<file path="src/rtl/axi_slv_rd_ctrl_pkg.sv">
// Shared AXI widths, burst/response/size encodings for the AXI read-channel SRAM responder.
package axi_slv_rd_ctrl_pkg;

    localparam int AXI_ID_WIDTH    = 4;
    localparam int AXI_ADDR_WIDTH  = 32;
    localparam int AXI_LEN_WIDTH   = 8;
    localparam int AXI_SIZE_WIDTH  = 3;
    localparam int AXI_BURST_WIDTH = 2;
    localparam int AXI_DATA_WIDTH  = 32;
    localparam int AXI_RESP_WIDTH  = 2;

    localparam logic [AXI_BURST_WIDTH-1:0] AXI_BURST_FIXED = 2'b00;
    localparam logic [AXI_BURST_WIDTH-1:0] AXI_BURST_INCR  = 2'b01;
    localparam logic [AXI_BURST_WIDTH-1:0] AXI_BURST_WRAP  = 2'b10;

    localparam logic [AXI_RESP_WIDTH-1:0] AXI_RESP_OKAY   = 2'b00;
    localparam logic [AXI_RESP_WIDTH-1:0] AXI_RESP_SLVERR = 2'b10;

    localparam logic [AXI_SIZE_WIDTH-1:0] AXI_SIZE_4_BYTE = 3'd2;

endpackage

</file>
<file path="src/rtl/axi_slv_rd_addr_gen.sv">
// Combinational next-beat address for FIXED, INCR and WRAP bursts; burst code 2'b11 behaves as INCR.
module axi_slv_rd_addr_gen
    import axi_slv_rd_ctrl_pkg::*;
(
    input  logic [AXI_ADDR_WIDTH-1:0]  i_addr,
    input  logic [AXI_SIZE_WIDTH-1:0]  i_size,
    input  logic [AXI_LEN_WIDTH-1:0]   i_len,
    input  logic [AXI_BURST_WIDTH-1:0] i_burst,
    output logic [AXI_ADDR_WIDTH-1:0]  o_next_addr
);

    logic [AXI_ADDR_WIDTH-1:0] w_incr;
    logic [AXI_ADDR_WIDTH-1:0] w_mask;

    always_comb begin
        w_incr = 32'd1 << i_size;
        // Wrap window is the whole burst: (len+1) beats of 2^size bytes.
        w_mask = (({24'd0, i_len} + 32'd1) << i_size) - 32'd1;
        case (i_burst)
            AXI_BURST_FIXED: o_next_addr = i_addr;
            AXI_BURST_WRAP:  o_next_addr = (i_addr & ~w_mask) | ((i_addr + w_incr) & w_mask);
            default:         o_next_addr = (i_addr & ~(w_incr - 32'd1)) + w_incr;
        endcase
    end

endmodule

</file>
<file path="src/rtl/axi_slv_rd_ctrl.sv">
// AXI4 read-channel responder in front of a single-port synchronous SRAM (one AR at a time).
// Optional beat error checking is enabled by defining AXI_SLV_RD_ERR_CHK_EN.
module axi_slv_rd_ctrl
    import axi_slv_rd_ctrl_pkg::*;
#(
    parameter logic [31:0] BASE_ADDR      = 32'h0000_0000,
    parameter int          MEM_ADDR_WIDTH = 12
) (
    input  logic                       clk,
    input  logic                       rst_n,
    input  logic                       axi_slv_arvalid,
    output logic                       axi_slv_arready,
    input  logic [AXI_ID_WIDTH-1:0]    axi_slv_arid,
    input  logic [AXI_ADDR_WIDTH-1:0]  axi_slv_araddr,
    input  logic [AXI_LEN_WIDTH-1:0]   axi_slv_arlen,
    input  logic [AXI_SIZE_WIDTH-1:0]  axi_slv_arsize,
    input  logic [AXI_BURST_WIDTH-1:0] axi_slv_arburst,
    output logic                       axi_slv_rvalid,
    input  logic                       axi_slv_rready,
    output logic [AXI_ID_WIDTH-1:0]    axi_slv_rid,
    output logic [AXI_DATA_WIDTH-1:0]  axi_slv_rdata,
    output logic [AXI_RESP_WIDTH-1:0]  axi_slv_rresp,
    output logic                       axi_slv_rlast,
    output logic                       mem_rd_en,
    output logic [MEM_ADDR_WIDTH-1:0]  mem_rd_addr,
    input  logic [AXI_DATA_WIDTH-1:0]  mem_rd_data
);

    typedef enum logic [1:0] {
        S_IDLE = 2'd0,
        S_MEM  = 2'd1,
        S_DATA = 2'd2
    } state_t;

    state_t                     r_state;
    state_t                     w_state_nxt;
    logic                       r_rst_done;
    logic [AXI_ID_WIDTH-1:0]    r_id;
    logic [AXI_ADDR_WIDTH-1:0]  r_addr;
    logic [AXI_LEN_WIDTH-1:0]   r_len;
    logic [AXI_SIZE_WIDTH-1:0]  r_size;
    logic [AXI_BURST_WIDTH-1:0] r_burst;
    logic [AXI_LEN_WIDTH-1:0]   r_beat_cnt;
    logic [AXI_DATA_WIDTH-1:0]  r_rdata;
    logic                       r_hold;

    logic                       w_arready;
    logic                       w_ar_hs;
    logic                       w_last;
    logic                       w_beat_err;
    logic [AXI_ADDR_WIDTH-1:0]  w_next_addr;
    logic [MEM_ADDR_WIDTH-1:0]  w_word_addr;

    axi_slv_rd_addr_gen u_addr_gen (
        .i_addr      (r_addr),
        .i_size      (r_size),
        .i_len       (r_len),
        .i_burst     (r_burst),
        .o_next_addr (w_next_addr)
    );

`ifdef AXI_SLV_RD_ERR_CHK_EN
    localparam logic [32:0] MEM_BYTES = 33'd4 << MEM_ADDR_WIDTH;

    logic w_range_err;
    logic w_cmd_err;

    // A start below BASE_ADDR wraps the 33-bit difference far above MEM_BYTES.
    assign w_range_err = (({1'b0, r_addr} - {1'b0, BASE_ADDR}) >= MEM_BYTES);
    assign w_cmd_err   = (r_size > AXI_SIZE_4_BYTE) || (r_burst == 2'b11) ||
                         ((r_burst == AXI_BURST_WRAP) &&
                          !((r_len == 8'd1) || (r_len == 8'd3) || (r_len == 8'd7) || (r_len == 8'd15)));
    assign w_beat_err  = w_range_err || w_cmd_err;
`else
    assign w_beat_err  = 1'b0;
`endif

    assign w_word_addr = MEM_ADDR_WIDTH'((r_addr - BASE_ADDR) >> 2);
    assign w_arready   = (r_state == S_IDLE) && r_rst_done;
    assign w_ar_hs     = axi_slv_arvalid && w_arready;
    assign w_last      = (r_beat_cnt == r_len);

    always_ff @(posedge clk or negedge rst_n) begin
        if (!rst_n) begin
            r_state <= S_IDLE;
        end else begin
            r_state <= w_state_nxt;
        end
    end

    always_comb begin
        w_state_nxt = r_state;
        case (r_state)
            S_IDLE: if (w_ar_hs) w_state_nxt = S_MEM;
            S_MEM:  w_state_nxt = S_DATA;
            S_DATA: if (axi_slv_rready) w_state_nxt = w_last ? S_IDLE : S_MEM;
            default: w_state_nxt = S_IDLE;
        endcase
    end

    // SRAM data arrives in the first DATA cycle; it is passed through then and held in r_rdata while stalled.
    always_ff @(posedge clk or negedge rst_n) begin
        if (!rst_n) begin
            r_rst_done <= 1'b0;
            r_id       <= '0;
            r_addr     <= '0;
            r_len      <= '0;
            r_size     <= '0;
            r_burst    <= '0;
            r_beat_cnt <= '0;
            r_rdata    <= '0;
            r_hold     <= 1'b0;
        end else begin
            r_rst_done <= 1'b1;
            if (w_ar_hs) begin
                r_id       <= axi_slv_arid;
                r_addr     <= axi_slv_araddr;
                r_len      <= axi_slv_arlen;
                r_size     <= axi_slv_arsize;
                r_burst    <= axi_slv_arburst;
                r_beat_cnt <= '0;
            end
            if (r_state == S_DATA) begin
                if (axi_slv_rready) begin
                    r_hold <= 1'b0;
                    if (!w_last) begin
                        r_addr     <= w_next_addr;
                        r_beat_cnt <= r_beat_cnt + 8'd1;
                    end
                end else if (!r_hold) begin
                    r_hold  <= 1'b1;
                    r_rdata <= mem_rd_data;
                end
            end
        end
    end

    assign axi_slv_arready = w_arready;
    assign axi_slv_rvalid  = (r_state == S_DATA);
    assign axi_slv_rlast   = axi_slv_rvalid && w_last;
    assign axi_slv_rid     = r_id;
    assign axi_slv_rresp   = (axi_slv_rvalid && w_beat_err) ? AXI_RESP_SLVERR : AXI_RESP_OKAY;
    assign axi_slv_rdata   = (!axi_slv_rvalid || w_beat_err) ? '0 : (r_hold ? r_rdata : mem_rd_data);
    assign mem_rd_en       = (r_state == S_MEM) && !w_beat_err;
    assign mem_rd_addr     = mem_rd_en ? w_word_addr : '0;

endmodule

</file>
<file path="config.mk">
export PLATFORM = sky130hd
export DESIGN_NAME = axi_slv_rd_ctrl
export DESIGN_NICKNAME = d
export VERILOG_FILES = /design/src/rtl/axi_slv_rd_ctrl_pkg.sv /design/src/rtl/axi_slv_rd_addr_gen.sv /design/src/rtl/axi_slv_rd_ctrl.sv
export SDC_FILE = /design/constraint.sdc
export NUM_CORES = 1
export LEC_CHECK = 0
export ABC_AREA = 1
export CAP_MARGIN = 20
export CORE_MARGIN = 2
export CORE_UTILIZATION = 30
export DETAILED_ROUTE_END_ITERATION = 16
export GPL_ROUTABILITY_DRIVEN = 0
export SYNTH_ARGS = -nofsm -noshare
export SYNTH_HDL_FRONTEND = slang
export SYNTH_SLANG_ARGS = --single-unit
</file>
<file path="constraint.sdc">
create_clock -name clk -period 2.5 [get_ports clk]
set_input_delay 0.5 -clock clk [delete_from_list [all_inputs] [get_ports clk]]
set_output_delay 0.5 -clock clk [all_outputs]
set_load 0.05 [all_outputs]
</file>
* Word level (Yosys, flattened, before mapping)
Cells that the tools add are included.
** Word-level totals
- Output and inout port bits :: 54
- Register bits :: 93
** Cells by class
- $add $sub $neg :: 6
- Bitwise operators :: 7
- Mux-type cells :: 17
- Reductions and logical operators :: 7
- Eq/ne operators :: 7
- Shift operators :: 2
** Operators by type and width (number)
- 32-bit 2-to-1 mux :: 6
- 32-bit bitwise AND :: 3
- 32-bit adder :: 2
- 32-bit NOT :: 2
- 32-bit case mux with 2 select lines :: 1
- 32-bit by 1-bit subtractor with 32-bit output (second input constant) :: 2
- 8-bit 2-to-1 mux :: 4
- 32-bit OR :: 1
- 1-bit by 3-bit << shifter with 32-bit output (first input constant) :: 1
- 32-bit by 3-bit << shifter with 32-bit output :: 1
- 12-bit 2-to-1 mux :: 1
- 8-bit by 1-bit adder with 9-bit output (second input constant) :: 1
- 8-bit by 1-bit adder with 8-bit output (second input constant) :: 1
- 8-bit == test :: 1
- 2-bit case mux with 3 select lines :: 1
- 2-bit == test (second input constant) :: 2
- 2-bit zero test :: 2
- 2-bit 2-to-1 mux :: 2
- 4-bit inequality test (second input constant) :: 1
- 2-bit AND reduction :: 2
- 1-bit logical AND :: 3
- 2-bit by 1-bit == test with 1-bit output (second input constant) :: 1
- 1-bit 2-to-1 mux :: 2
- 2-bit by 1-bit inequality test with 1-bit output (second input constant) :: 1
- other kinds (2) :: 2

* Depth between registers and ports, before layout
- Depth in word-level cells :: 10
- Mapped depth :: 20
- Mapped depth without buffers :: 19

* Modules after synthesis
A second synthesis with hierarchy kept.
** Unflattened totals
- Cells, all modules :: 1368
- Area, all modules :: 8826.0 µm²
** By module, submodules not included
- axi_slv_rd_ctrl :: cells an instance 610, instances 1, seq. area each 2327.2 µm², area an instance 4946.0 µm²
- axi_slv_rd_addr_gen :: cells an instance 758, instances 1, seq. area each 0.0 µm², area an instance 3880.0 µm²

* Worst setup path after synthesis
Ideal clock, no wire load.
- Kind :: reg2reg
- Start point :: register r_state[0]
- End point :: register r_len[3]
- Stages on the path, launching flop included :: 7
- Required time :: 2368 ps
- Buffers on the path :: 2
- Path slack :: -478 ps
- Clock period less this slack :: 2978 ps
- Arrival time :: 2845 ps
- Path through :: dfrtp_1 > nor3b_1 > nand2_1 > clkinv_1 > clkbuf_1 > clkbuf_1 > o21ai_0
** Between the ends
- Cells in the longest elaborated chain, start to end :: 3
** Ends and longest elaborated chain
- start, declared :: RTL line axi_slv_rd_ctrl.sv:35 : state_t r_state;
- start signal, assigned :: RTL line axi_slv_rd_ctrl.sv:87 : r_state <= w_state_nxt;
- 2-bit zero test :: RTL line axi_slv_rd_ctrl.sv:79 : assign w_arready = (r_state == S_IDLE) && r_rst_done;
- 1-bit logical AND :: RTL line axi_slv_rd_ctrl.sv:79
- via axi_slv_arready :: RTL line axi_slv_rd_ctrl.sv:12 : output logic axi_slv_arready,
- 1-bit logical AND :: RTL line axi_slv_rd_ctrl.sv:80 : assign w_ar_hs = axi_slv_arvalid && w_arready;
- end signal, assigned :: RTL line axi_slv_rd_ctrl.sv:118 : r_len <= axi_slv_arlen;
- end, declared :: RTL line axi_slv_rd_ctrl.sv:40 : logic [AXI_LEN_WIDTH-1:0] r_len;
The timed path passes the listed nets, and every way through them passes these cells.
A chain may end at the register's enable or synchronous reset.

* Final worst setup path
- Start point :: register r_state[0]
- End point :: output port axi_slv_arready
** Between the ends
- Cells in the longest elaborated chain, start to end :: 2
** Ends and longest elaborated chain (RTL line)
- 2-bit zero test :: axi_slv_rd_ctrl.sv:79
- 1-bit logical AND :: axi_slv_rd_ctrl.sv:79
- end, declared :: axi_slv_rd_ctrl.sv:12
No other way between the ends.

==> results.sh <==
export IMPL_power_density_nw_per_um2=1420
export IMPL_wire_per_inst_um=15.0
export IMPL_viasPerCell=4.89
export IMPL_worstPathArrival_ps=1890
export IMPL_yosysTopAreaCellShare_pct=31.1
export IMPL_fin_crit_sh_pct=95.8
export IMPL_period_minus_slack_ps=2390
export IMPL_synthToLayoutAreaGrowth_pct=42.8
export IMPL_hold_slack_ps=145
export IMPL_synth_edff_count=0
export IMPL_gr_total_overflow=0
export IMPL_crit_path_max_fanout=4
export IMPL_status="finished, final reports clean"
export IMPL_synth_area_leaders="dfrtp_1 31%, nand2_1 15%, nand3_1 8.3%"
export IMPL_synth_most_common_cell="nand2_1"
export IMPL_dr_total_vias=6361
export IMPL_ios=139
export IMPL_layoutNonFillerInstCount=1300
export IMPL_max_freq_mhz=418
export IMPL_ys_ff_latch=75
export IMPL_final_cell_area_um2=8610
export IMPL_dp_slack_ps=6.91
export IMPL_grtUsageTotal_pct=18.6
export IMPL_final_fill_count=2023
export IMPL_rows=51
export IMPL_ys_seq_area_share_pct=31.1
export IMPL_yosysTopAreaCell="dfrtp_1"
export IMPL_cts_tree="built"
export IMPL_die_area_um2=21200
export IMPL_path_clk_slew_ps=70
export IMPL_final_nets=1129
export IMPL_tightest_slew_ps=592
export IMPL_grt_pass1_wl_um=32000
export IMPL_drcViolationCount=0
export IMPL_drtAntennaViolNets=0
export IMPL_syn_inst=894
export IMPL_die_x_um=146
export IMPL_core_um2=19600
export IMPL_clock_sinks=75
export IMPL_grt_pass1_vias=6259
export IMPL_p_leak_nw=4.01
export IMPL_finalWorstSetupSlack_ps=105
export IMPL_seq_area_um2=1880
export IMPL_async_flop_share_pct=100
export IMPL_r2r_slack_ps=130
export IMPL_cts_buffers=9
export IMPL_dp_cells=1277
export IMPL_hpwl_um=14500
export IMPL_cp_required_ps=2000
export IMPL_htreeDepth=3
export IMPL_cts_hold_buf=0
export IMPL_hold_viol_final=0
export IMPL_clockBufferDepth=2
export IMPL_synth_area_um2=6030
export IMPL_multi_input_area_um2=3770
export IMPL_drive_gt1_share_pct=18.2
export IMPL_clock_latency_ps=350
export IMPL_grt_max_degree=49
export IMPL_end_kind="output pin"
export IMPL_die_h_um=146
export IMPL_rsz0062_at_grt="yes"
export IMPL_syn_area_per_cell_um2=6.74
export IMPL_cts_root_buf="clkbuf_16"
export IMPL_drt_first_pass_iters=5
export IMPL_slew_headroom_pct=60.5
export IMPL_vdd_drop_max_v=0.000575
export IMPL_antenna_found_initial=0
export IMPL_finalSetupViolCount=0
export IMPL_fin_setup_tns_ps=0
export IMPL_synthFlopType="dfrtp_1"
export IMPL_clock_skew_ps=14.2
export IMPL_yosysWarnings=0
export IMPL_diodes=0
export IMPL_path_class="register to output pin"
export IMPL_synth_cell_types=49
export IMPL_placedInstanceArea_um2=8130
export IMPL_port_buffers=118
export IMPL_drv_cap=0
export IMPL_start_util_pct=30.8
export IMPL_synth_top_cells_by_count="244 x nand2_1, 100 x nand3_1, 91 x nor2_1"
export IMPL_drtIter0Drc=294
export IMPL_wl_um=19400
export IMPL_worst_setup_path_start_kind="register"
export IMPL_hold_path_class="input pin to asynchronous set/reset pin"
export IMPL_slew_violations=0
==> power breakdown <==
group / switching [W] / total, W / internal [W]
Sequential: 0.000565 / 0.00235 / 0.00178
Combinational: 0.00525 / 0.00851 / 0.00326
Clock: 0.000600 / 0.00139 / 0.000792
==> layer usage <==
metal	vias up	routed length (µm)	track usage, %	share of wire (%)
met5	-	0	0	0
met4	0	385	5.54	2.0
met3	28	1780	6.21	9.1
met2	212	9030	30.4	46
met1	2924	8240	23.3	42
li1	3197	-	-	-
==> stage by stage <==
step | utilization [%] | total power, W
final | 43.9 | 0.0123
after floorplan | - | 0.00769
after global placement | 41.5 | 0.0104
after CTS | 43.1 | 0.0120
after global routing | 43.9 | 0.0133
after detailed placement | 41.5 | 0.0105
==> what timing repair did <==
item,CTS,global route
gates resized for setup,1,34
pin swaps,0,11
hold endpoints to repair,0,0
setup buffers,0,7
setup endpoints to repair,1,11
==> layout by cell type, fill, tap and decap left out, types with 4 or more instances in the layout <==
cell	synthesis	layout
nor3_1	6	6
o21ai_0	69	66
buf_12	0	48
xor2_1	16	16
clkdlybuf4s50_1	0	72
o21ai_1	9	11
ha_1	13	10
inv_2	12	11
nor2_1	91	87
a21oi_1	30	29
nor2_2	10	10
buf_4	5	42
clkbuf_16	0	9
dfrtp_2	0	4
nand3_2	10	12
dfrtp_1	75	71
inv_1	70	70
mux2i_1	32	32
nand4_1	9	9
nand2_2	8	15
nand3_1	100	98
o22ai_1	6	6
nor2_4	5	9
nand2_1	244	237
==> final timing paths <==
| kind | startpoint | endpoint | cells after the start |
|---|---|---|---|
| min in group clk | r_rdata[9]$_DFFE_PN0P_ | r_rdata[9]$_DFFE_PN0P_ | 2 |
| setup / recovery | r_state[0]$_DFFE_PN0P_ | axi_slv_arready | 2 |
| max in group asynchronous | rst_n | r_rdata[20]$_DFFE_PN0P_ | 2 |
| setup reg to reg | r_size[0]$_DFFE_PN0P_ | register | 14 |
| hold reg to reg | r_rdata[9]$_DFFE_PN0P_ | r_rdata[9]$_DFFE_PN0P_ | 2 |
| hold / removal | rst_n | r_rdata[29]$_DFFE_PN0P_ | 1 |
==> critical path, cell delays in order (launching register included) <==
cell and delay, ps:
dfrtp_1 440, nor3b_2 240, clkdlybuf4s50_1 870
==> area by class of cell <==
type	instances	share of cell area [%]
well taps	265	3.85
flip-flops and latches	75	21.9
clock inverters	7	0.945
multi-input cells	697	43.8
clock buffers	9	2.62
repair buffers	162	23.2
inverters	85	3.73
==> kinds of logic after synthesis <==
logic type	share of synthesized area [%]
xor+xnor	2.61
compound gates	13.4
other cells	0.125
simple gates	36.0
buf+inv	8.38
flops	31.1
fa+ha+maj	3.03
mux	5.31
No activity file was read; power rests on OpenSTA's default activity.
